==> config.mk <==
export PLATFORM = sky130hd
export DESIGN_NAME = keypad_emulator_flat
export DESIGN_NICKNAME = d
export VERILOG_FILES = /design/src/rtl/keypad_emulator_if.sv /design/src/rtl/keypad_emulator.sv /design/src/flat_wrapper.sv
export SDC_FILE = /design/constraint.sdc
export NUM_CORES = 1
export LEC_CHECK = 0
export ABC_CLOCK_PERIOD_IN_PS = 3300
export BUFFER_PORTS_ARGS = -buffer_cell sky130_fd_sc_hd__buf_2
export CAP_MARGIN = 5
export CORE_UTILIZATION = 51
export DETAILED_ROUTE_END_ITERATION = 6
export PLACE_DENSITY = 0.7
export SLEW_MARGIN = 30
export SYNTH_ARGS = -nofsm -noshare
export SYNTH_HDL_FRONTEND = slang
export SYNTH_SLANG_ARGS = --single-unit
export TNS_END_PERCENT = 50
==> constraint.sdc <==
create_clock -name clk -period 3.3 [get_ports clk]
set_clock_uncertainty 0.05 [all_clocks]
set_input_delay 0.165 -clock clk [delete_from_list [all_inputs] [get_ports clk]]
set_output_delay 0.165 -clock clk [all_outputs]
set_load 0.05 [all_outputs]
==> src/rtl/keypad_emulator_if.sv <==
// keypad_emulator_if: valid/ready key-code handshake into the keypad emulator queue
interface keypad_emulator_if;
    logic       key_valid;
    logic [3:0] key_code;
    logic       key_ready;
    modport master (output key_valid, key_code, input key_ready);
    modport slave  (input key_valid, key_code, output key_ready);
endinterface

==> src/rtl/keypad_emulator.sv <==
// keypad_emulator: 4x4 matrix keypad model that presses queued key codes against a column scan
module keypad_emulator #(
    parameter int HOLD_CYCLES = 200000,
    parameter int GAP_CYCLES  = 200000,
    parameter int FIFO_DEPTH  = 4
) (
    input  logic              clk,
    input  logic              rst,
    keypad_emulator_if.slave  key,
    input  logic [3:0]        KEY_C,
    output logic [3:0]        KEY_R,
    output logic              pressed,
    output logic              busy,
    output logic [7:0]        press_count
);
    localparam int AW = $clog2(FIFO_DEPTH);
    localparam logic [AW:0] FULL    = FIFO_DEPTH[AW:0];
    localparam logic [23:0] HOLD_LD = 24'(HOLD_CYCLES - 1);
    localparam logic [23:0] GAP_LD  = 24'(GAP_CYCLES - 1);
    typedef enum logic [1:0] {IDLE, PRESS, RELEASE} state_t;
    state_t        state;
    logic [3:0]    mem [FIFO_DEPTH];
    logic [AW-1:0] wr_ptr, rd_ptr;
    logic [AW:0]   occ;
    logic [23:0]   cnt;
    logic [3:0]    cur_code;
    logic          push, pop;
    assign key.key_ready = occ != FULL;
    assign push = key.key_valid && key.key_ready;
    assign pop  = state == IDLE && occ != '0;
    assign busy = state != IDLE || occ != '0;
    // row path is purely combinational so the scanner sees it one edge after driving a column
    assign KEY_R = (pressed && !KEY_C[cur_code[1:0]]) ? ~(4'b0001 << cur_code[3:2]) : 4'b1111;
    always_ff @(posedge clk)
        if (push) mem[wr_ptr] <= key.key_code;
    always_ff @(posedge clk or posedge rst) begin
        if (rst) begin
            state       <= IDLE;
            wr_ptr      <= '0;
            rd_ptr      <= '0;
            occ         <= '0;
            cnt         <= '0;
            cur_code    <= '0;
            pressed     <= 1'b0;
            press_count <= '0;
        end else begin
            if (push) wr_ptr <= wr_ptr + 1'b1;
            if (pop) rd_ptr <= rd_ptr + 1'b1;
            occ <= occ + {{AW{1'b0}}, push} - {{AW{1'b0}}, pop};
            case (state)
                IDLE: if (pop) begin
                    cur_code    <= mem[rd_ptr];
                    cnt         <= HOLD_LD;
                    press_count <= press_count + 1'b1;
                    pressed     <= 1'b1;
                    state       <= PRESS;
                end
                PRESS: if (cnt == '0) begin
                    cnt     <= GAP_LD;
                    pressed <= 1'b0;
                    state   <= RELEASE;
                end else cnt <= cnt - 1'b1;
                RELEASE: if (cnt == '0) state <= IDLE;
                         else cnt <= cnt - 1'b1;
                default: state <= IDLE;
            endcase
        end
    end
endmodule
==> src/flat_wrapper.sv <==
// flat-port wrapper written by rule: the top's interface ports become plain ports
module keypad_emulator_flat 
#(
    parameter int HOLD_CYCLES = 200000,
    parameter int GAP_CYCLES  = 200000,
    parameter int FIFO_DEPTH  = 4
)
  (clk, rst, KEY_C, KEY_R, pressed, busy, press_count, key_key_valid, key_key_code, key_key_ready);
  keypad_emulator_if key_i ();
  input  logic clk;
  input  logic rst;
  input  logic [3:0] KEY_C;
  output logic [3:0] KEY_R;
  output logic pressed;
  output logic busy;
  output logic [7:0] press_count;
  input wire logic [$bits(key_i.key_valid)-1:0] key_key_valid;
  input wire logic [$bits(key_i.key_code)-1:0] key_key_code;
  output wire logic [$bits(key_i.key_ready)-1:0] key_key_ready;
  assign key_i.key_valid = key_key_valid;
  assign key_i.key_code = key_key_code;
  assign key_key_ready = key_i.key_ready;
  keypad_emulator #(.HOLD_CYCLES(HOLD_CYCLES), .GAP_CYCLES(GAP_CYCLES), .FIFO_DEPTH(FIFO_DEPTH)) u_core (.clk(clk), .rst(rst), .key(key_i), .KEY_C(KEY_C), .KEY_R(KEY_R), .pressed(pressed), .busy(busy), .press_count(press_count));
endmodule
# --- After elaboration in Yosys (flattened, before gate mapping) ---
# Memories as Yosys holds them, arrays and structs flattened. A register that Yosys moved wholly into a read port is not among the register bits.
# Index checks and enable logic that the tools add are counted.
# Widths: inputs -> output; s select.
word_totals:
  mem_count: 1
  ramBits: 16
  in_bits: 11
  ff_bits: 42
op_classes:
  bitwise_logic: 1
  addsub: 6
  magnitude_cmp: 1
  reduce_logical: 15
  eq_ne: 7
  shifts: 1
  n_mux: 16
memory_table:
  columns: ["name", "words", "word_bits", "rd", "rd_ports_with_merged_regs", "write_ports", "line_no", "source"]
  rows:
  - ["u_core.mem", 4, 4, 1, 1, 1, "keypad_emulator.sv:22", "logic [3:0] mem [FIFO_DEPTH];"]
op_table:
  columns: ["op", "n"]
  rows:
  - ["$mux 24", 3]
  - ["$pmux 24 s3", 1]
  - ["$logic_not 24->1", 1]
  - ["$sub 24x1->24 const B", 1]
  - ["$reduce_and 3->1", 3]
  - ["$add 8x1->8 const B", 1]
  - ["$mux 2", 3]
  - ["$ne 2x1->1 const B", 3]
  - ["$pmux 2 s3", 1]
  - ["$reduce_bool 3->1", 2]
  - ["$mux 1", 5]
  - ["$add 2x1->2 const B", 2]
  - ["$mux 4", 1]
  - ["$not 4->4", 1]
  - ["$reduce_bool 2->1", 2]
  - ["$shl 1x2->4 const A", 1]
  - ["$add 3x1->3", 1]
  - ["$logic_and 1x1->1", 3]
  - ["$lt 2x3->1 const B", 1]
  - ["$ne 3x3->1 const B", 1]
  - ["$sub 3x1->3", 1]
  - ["$bmux 1 s2", 1]
  - ["$eq 2x1->1 const B", 1]
  - ["$eq 2x2->1 const B", 1]
  - ["other kinds (6)", 6]

# --- Depth between registers and ports, before layout ---
logic_depth:
  ltp_word: 5
  depth_mapped: 12

# --- Least setup slack after synthesis ---
# OpenSTA, ideal clock, no wires.
synth_timing:
  path_kind: "flip-flop to flip-flop"
  startpoint: "reg u_core.occ[1]"
  endpoint: "reg u_core.occ[2]"
  path_stages_with_launch: 11
  n_path_buf: 1
  period_less_slack_ns: 2.775
  arrival_time_ns: 2.602
  slack_ns: 0.525
  path_cell_list: "dfrtp_1 -> o31ai_1 -> inv_1 -> clkbuf_1 -> ha_1 -> inv_1 -> ha_1 -> inv_1 -> fa_1 -> xnor2_1 -> xnor2_1"
synth_via:
  word_cells_on_any_way: 6
  cone_classes: "add/sub (2); eq/ne (1); reduce/logical (3)"
synth_lines:
  columns: ["element", "line_no", "source"]
  rows:
  - ["start: declaration", "keypad_emulator.sv:24", "logic [AW:0] occ;"]
  - ["start signal: assignment", "keypad_emulator.sv:49", "occ <= occ + {{AW{1'b0}}, push} - {{AW{1'b0}}, pop};"]
  - ["$reduce_bool 3->1", "keypad_emulator.sv:30", "assign pop = state == IDLE && occ != '0;"]
  - ["$logic_and 1x1->1", "keypad_emulator.sv:30", null]
  - ["net u_core.pop", "keypad_emulator.sv:27", "logic push, pop;"]
  - ["$sub 3x1->3", "keypad_emulator.sv:49", null]
# The timed path passes the listed nets, and every way through them passes these cells.
# A chain may end at the register's enable or synchronous reset.

# --- Worst setup path in the final report ---
layout_timing:
  startpoint: "reg u_core.cnt[0]"
  endpoint: "reg u_core.cnt[8]"
layout_via:
  elab_chain_cells: 3
  word_cells_on_any_way: 7
  cone_classes: "add/sub (1); eq/ne (1); mux (3); reduce/logical (2)"
layout_lines:
  columns: ["element", "line_no", "source"]
  rows:
  - ["start: declaration", "keypad_emulator.sv:25", "logic [23:0] cnt;"]
  - ["start signal: assignment", "keypad_emulator.sv:62", "end else cnt <= cnt - 1'b1;"]
  - ["start signal: assignment", "keypad_emulator.sv:64", "else cnt <= cnt - 1'b1;"]
  - ["$sub 24x1->24 or $logic_not 24->1 (tied branches)", null, null]
  - ["$mux 24 (tied with other cells)", "keypad_emulator.sv:63", "RELEASE: if (cnt == '0) state <= IDLE;"]
  - ["$pmux 24 s3 or $reduce_and 3->1 (tied branches)", null, null]
# Several ways; a longest one is shown, not always the timed one. The select of a mux whose other input is x is not followed.

==> results.txt <==
The flow ran to the end, and the final reports show no timing, DRC or antenna violations. The leakage power summed over all cells came out at 1.53 nW. The fraction of registers with async set or reset after synthesis came out at 0.742.

For the worst flop-to-flop path, the logic depth is 7. The post-CTS resize count came out at 0. The global-route wire length before repair came out at 10.1 mm.

The floorplan die area came out at 0.00665 sq mm. The complex-gate fraction of the synthesized area is 0.127. The wire-length estimate of the detail-placed layout is 4.36 mm. The region available for standard cell placement spans 0.00603 sq mm. The gate count after technology mapping came out at 292. Across the VDD grid, the largest voltage drop is 0.620 mV. Of all nets on the critical path, the largest fanout is 15. After routing, the total negative slack on setup checks comes to 0 ns. TritonCTS built the clock tree.

The filler cell count in the final layout is 510. The number of antenna violations at the first check in global routing came out at 0. The number of pins with negative max-slew slack in the final report is 0.

Yosys mapped a number of flops with a built-in enable equal to 16. The number of warnings printed during yosys synthesis is 0. The dominant combinational cell family by area after synthesis is simple AND/OR/NAND/NOR gates. The number of CTS-inserted buffers is 9. The endpoint identified for the worst register-to-register timing path is u_core.cnt[8].

The path with the worst hold slack has its endpoint at u_core.mem[1][3]. In the detailed route, the total length drawn on met2 is 2.77 mm. The via count of the first global-routing pass came out at 2115. In this run the worst hold path is classified as in -> reg. The wire length on met1 came out at 3.17 mm. Of all cell types, the one taking the most synthesized area is sky130_fd_sc_hd__dfrtp_1. The share of post-route cells with drive strength above 1 is 0.217. The worst setup path is captured at a flop.

The overall fraction of global-route tracks in use is 0.207. The die width is 81.5 microns. The highest metal layer carrying signal wires in the routed design is met4. The type of element launching the critical path is a flop. The last weighted congestion value of the routability-driven placer came out at 0.785.

The number of sinks on the clock net came out at 62. The H-tree generated during clock tree synthesis spans 3 levels. In the final routed layout, each cell accounts on average for 15.3 microns. In the routed design, unresolved DRC markers number 0. The synthesized netlist contains 51 unique library cells. The area of the mapped netlist is 0.00323 sq mm. The hold buffer count at CTS came out at 4.

The maximum number of pins on one net before global-route repair is 47. The worst pin sits at a relative slew slack of 0.474. The total overflow left after global routing is 0. Max-cap violations in this run came to 0. The worst hold path passes through 2 cells. The ratio of final minimum period to clock period came out at 0.877. The final-report hold violation count is 0. After routing the design area is 0.00373 sq mm. The number of setup buffers added after CTS is 0.

Ranked by total cell area, the synthesized netlist is headed by sky130_fd_sc_hd__dfrtp_1, sky130_fd_sc_hd__edfxtp_1, sky130_fd_sc_hd__ha_1. The first TritonRoute pass finished after 4 iterations. The proportion of synthesized area in mux cells came out at 0.0415. The class of the most critical setup path is reg -> reg.

0 antenna diodes ended up in the layout. The xor/xnor cell area share of the yosys netlist came out at 0.0489. The final core utilization is 0.620. The fmax came out at 346 MHz. The initial utilization of the core area, before any placement, comes to 0.536.

The met3 wire length came out at 220 microns. The clock reaches the later pin of the worst-skew pair after 0.35 ns. The number of core rows came out at 28. The register-to-register setup slack came out at 0.41 ns.

The remaining number of nets flagged by the antenna check after routing is 0. The area growth from synthesis to layout is 15.7%. Port buffering added 25 buffers. In this run the most critical hold path is launched from key_key_valid. The total number of vias came out at 2364.

The basic-gate share of the synthesized area counting and, or, nand and nor cells came out at 0.193. Once placement finished, the instance area stood at 0.00345 sq mm. The share of the Yosys chip area taken by registers is 0.506. The total area of multi-input combinational cells is 0.00150 sq mm. The area share of fa/ha/maj cells after synthesis is 0.0527.

The shortest clock period the worst path allows after layout is 2.89 ns. The net count after synthesis came out at 316. At the pin with the least slew margin, the transition time is 0.789 ns. The post-detailed-routing wire length is 6.29 mm.

The arrival time at the worst endpoint is 3.13 ns. The total of endpoints with negative setup slack in the final report came out at 0. The post-placement worst setup slack is 0.442 ns. Setup slack on the critical path of the routed design comes to 0.407 ns. Setup repair after global routing left no endpoint under its margin. The ratio of total power to cell area is 937 mW/mm^2. The sequential cells in the finished layout cover a total of 0.00163 sq mm. The number of nets in the layout came out at 356. In this run, synthesis produced a sequential element count of 62. The clock transition at the registers of the reported paths came out at 0.09 ns. The required time of the critical path is 3.54 ns.

In this run the critical register-to-register path is launched from u_core.cnt[0]. The portion of synthesized cell area occupied by the leading cell type came out at 0.357. The number of DRC markers in iteration 0 is 136. Averaged over all synthesized cells, the footprint is 11.1 sq um. In the routed layout, each cell is associated on average with a via count of 5.74. The number of top-level pins is 26. CTS placed an instance of sky130_fd_sc_hd__clkbuf_8 at the clock tree root.

The maximum clock insertion buffer count is 2. The most instantiated flip-flop cell in the synthesis netlist is sky130_fd_sc_hd__dfrtp_1. In this run the vertical extent of the chip is 81.5 microns.
-- worst max path at each step --
stage / startpoint / endpoint / depth (start not counted)
final: u_core.cnt[0] / u_core.cnt[8] / 7
after global routing: u_core.cnt[0] / u_core.cnt[8] / 7
after CTS: u_core.occ[1] / u_core.occ[2] / 9
after detailed placement: u_core.occ[1] / u_core.occ[2] / 9
after global placement: u_core.cnt[0] / u_core.cnt[21] / 8
after floorplan: u_core.occ[1] / u_core.occ[2] / 10
-- worst max-delay path: stages, from the launching register on --
cell and delay [ns]:
sky130_fd_sc_hd__dfrtp_1 0.41, sky130_fd_sc_hd__inv_1 0.11, sky130_fd_sc_hd__ha_1 0.21, sky130_fd_sc_hd__or3b_4 0.43, sky130_fd_sc_hd__or4_4 0.65, sky130_fd_sc_hd__o31ai_4 0.62
sky130_fd_sc_hd__o21a_1 0.22, sky130_fd_sc_hd__o22a_1 0.13
-- logic make-up (layout without fill, tap and decap cells) --
kind of cell    after synthesis  after routing
compound gates               60             60
xor+xnor                     18             18
fa+ha+maj                    13             13
buf+inv                      22             67
flops                        62             62
mux                           7              7
simple gates                110            110
-- per-stage QoR --
step	hold WS, ns	power (W)	std cells
after floorplan	0.214	0.00237	292
after global placement	0.331	0.00266	391
after detailed placement	0.342	0.00271	391
after CTS	0.0215	0.00350	411
after global routing	0.286	0.00373	412
final	0.276	0.00350	412
-- state kept, by name, indices dropped and copies added, names as in the netlist --
register	count
u_core.cnt	24
u_core.mem	16
u_core.press_count	8
u_core.cur_code	4
u_core.occ	3
u_core.rd_ptr	2
u_core.state	2
u_core.wr_ptr	2
u_core.pressed	1
-- layout by cell type, fill, tap and decap left out, drive strengths merged, types with 8 or more instances in the layout --
| master | instances |
|---|---|
| dfrtp | 46 |
| or3 | 10 |
| xnor2 | 14 |
| o21ai | 9 |
| nor2 | 18 |
| edfxtp | 16 |
| a21oi | 21 |
| nand4 | 8 |
| buf | 32 |
| nor3 | 11 |
| clkbuf | 9 |
| ha | 12 |
| nand2 | 24 |
| inv | 17 |
-- cells in the mapped netlist (6+ instances only) --
master	number
sky130_fd_sc_hd__o21ai_0	9
sky130_fd_sc_hd__edfxtp_1	16
sky130_fd_sc_hd__nand4_1	8
sky130_fd_sc_hd__dfrtp_1	46
sky130_fd_sc_hd__xnor2_1	14
sky130_fd_sc_hd__or3_1	10
sky130_fd_sc_hd__a21oi_1	20
sky130_fd_sc_hd__ha_1	12
sky130_fd_sc_hd__o21a_1	7
sky130_fd_sc_hd__a22oi_1	6
sky130_fd_sc_hd__nor3_1	11
sky130_fd_sc_hd__inv_1	14
sky130_fd_sc_hd__nor2_1	17
sky130_fd_sc_hd__nand2_1	24
-- cell type report --
| cell class | count | share of cell area |
|---|---|---|
| clock inverter | 7 | 0.0275 |
| timing repair buffer | 37 | 0.0610 |
| sequential | 62 | 0.437 |
| clock buffer | 9 | 0.0332 |
| tap | 75 | 0.0251 |
| multi-input combinational | 208 | 0.402 |
| inverter | 14 | 0.0144 |
-- per-layer routing --
| metal | vias to the layer above | track usage |
|---|---|---|
| met3 | 14 | 0.0422 |
| li1 | 1155 | - |
| met1 | 1147 | 0.288 |
| met5 | - | 0 |
| met2 | 48 | 0.306 |
| met4 | 0 | 0.100 |
-- power breakdown --
group          switching (W)  total, W  internal (W)  leakage (nW)
clock network       0.000343  0.000779      0.000436         0.111
registers           0.000250   0.00128       0.00103         0.717
logic               0.000862   0.00144      0.000578         0.705
(Power assumes the default switching activity.)
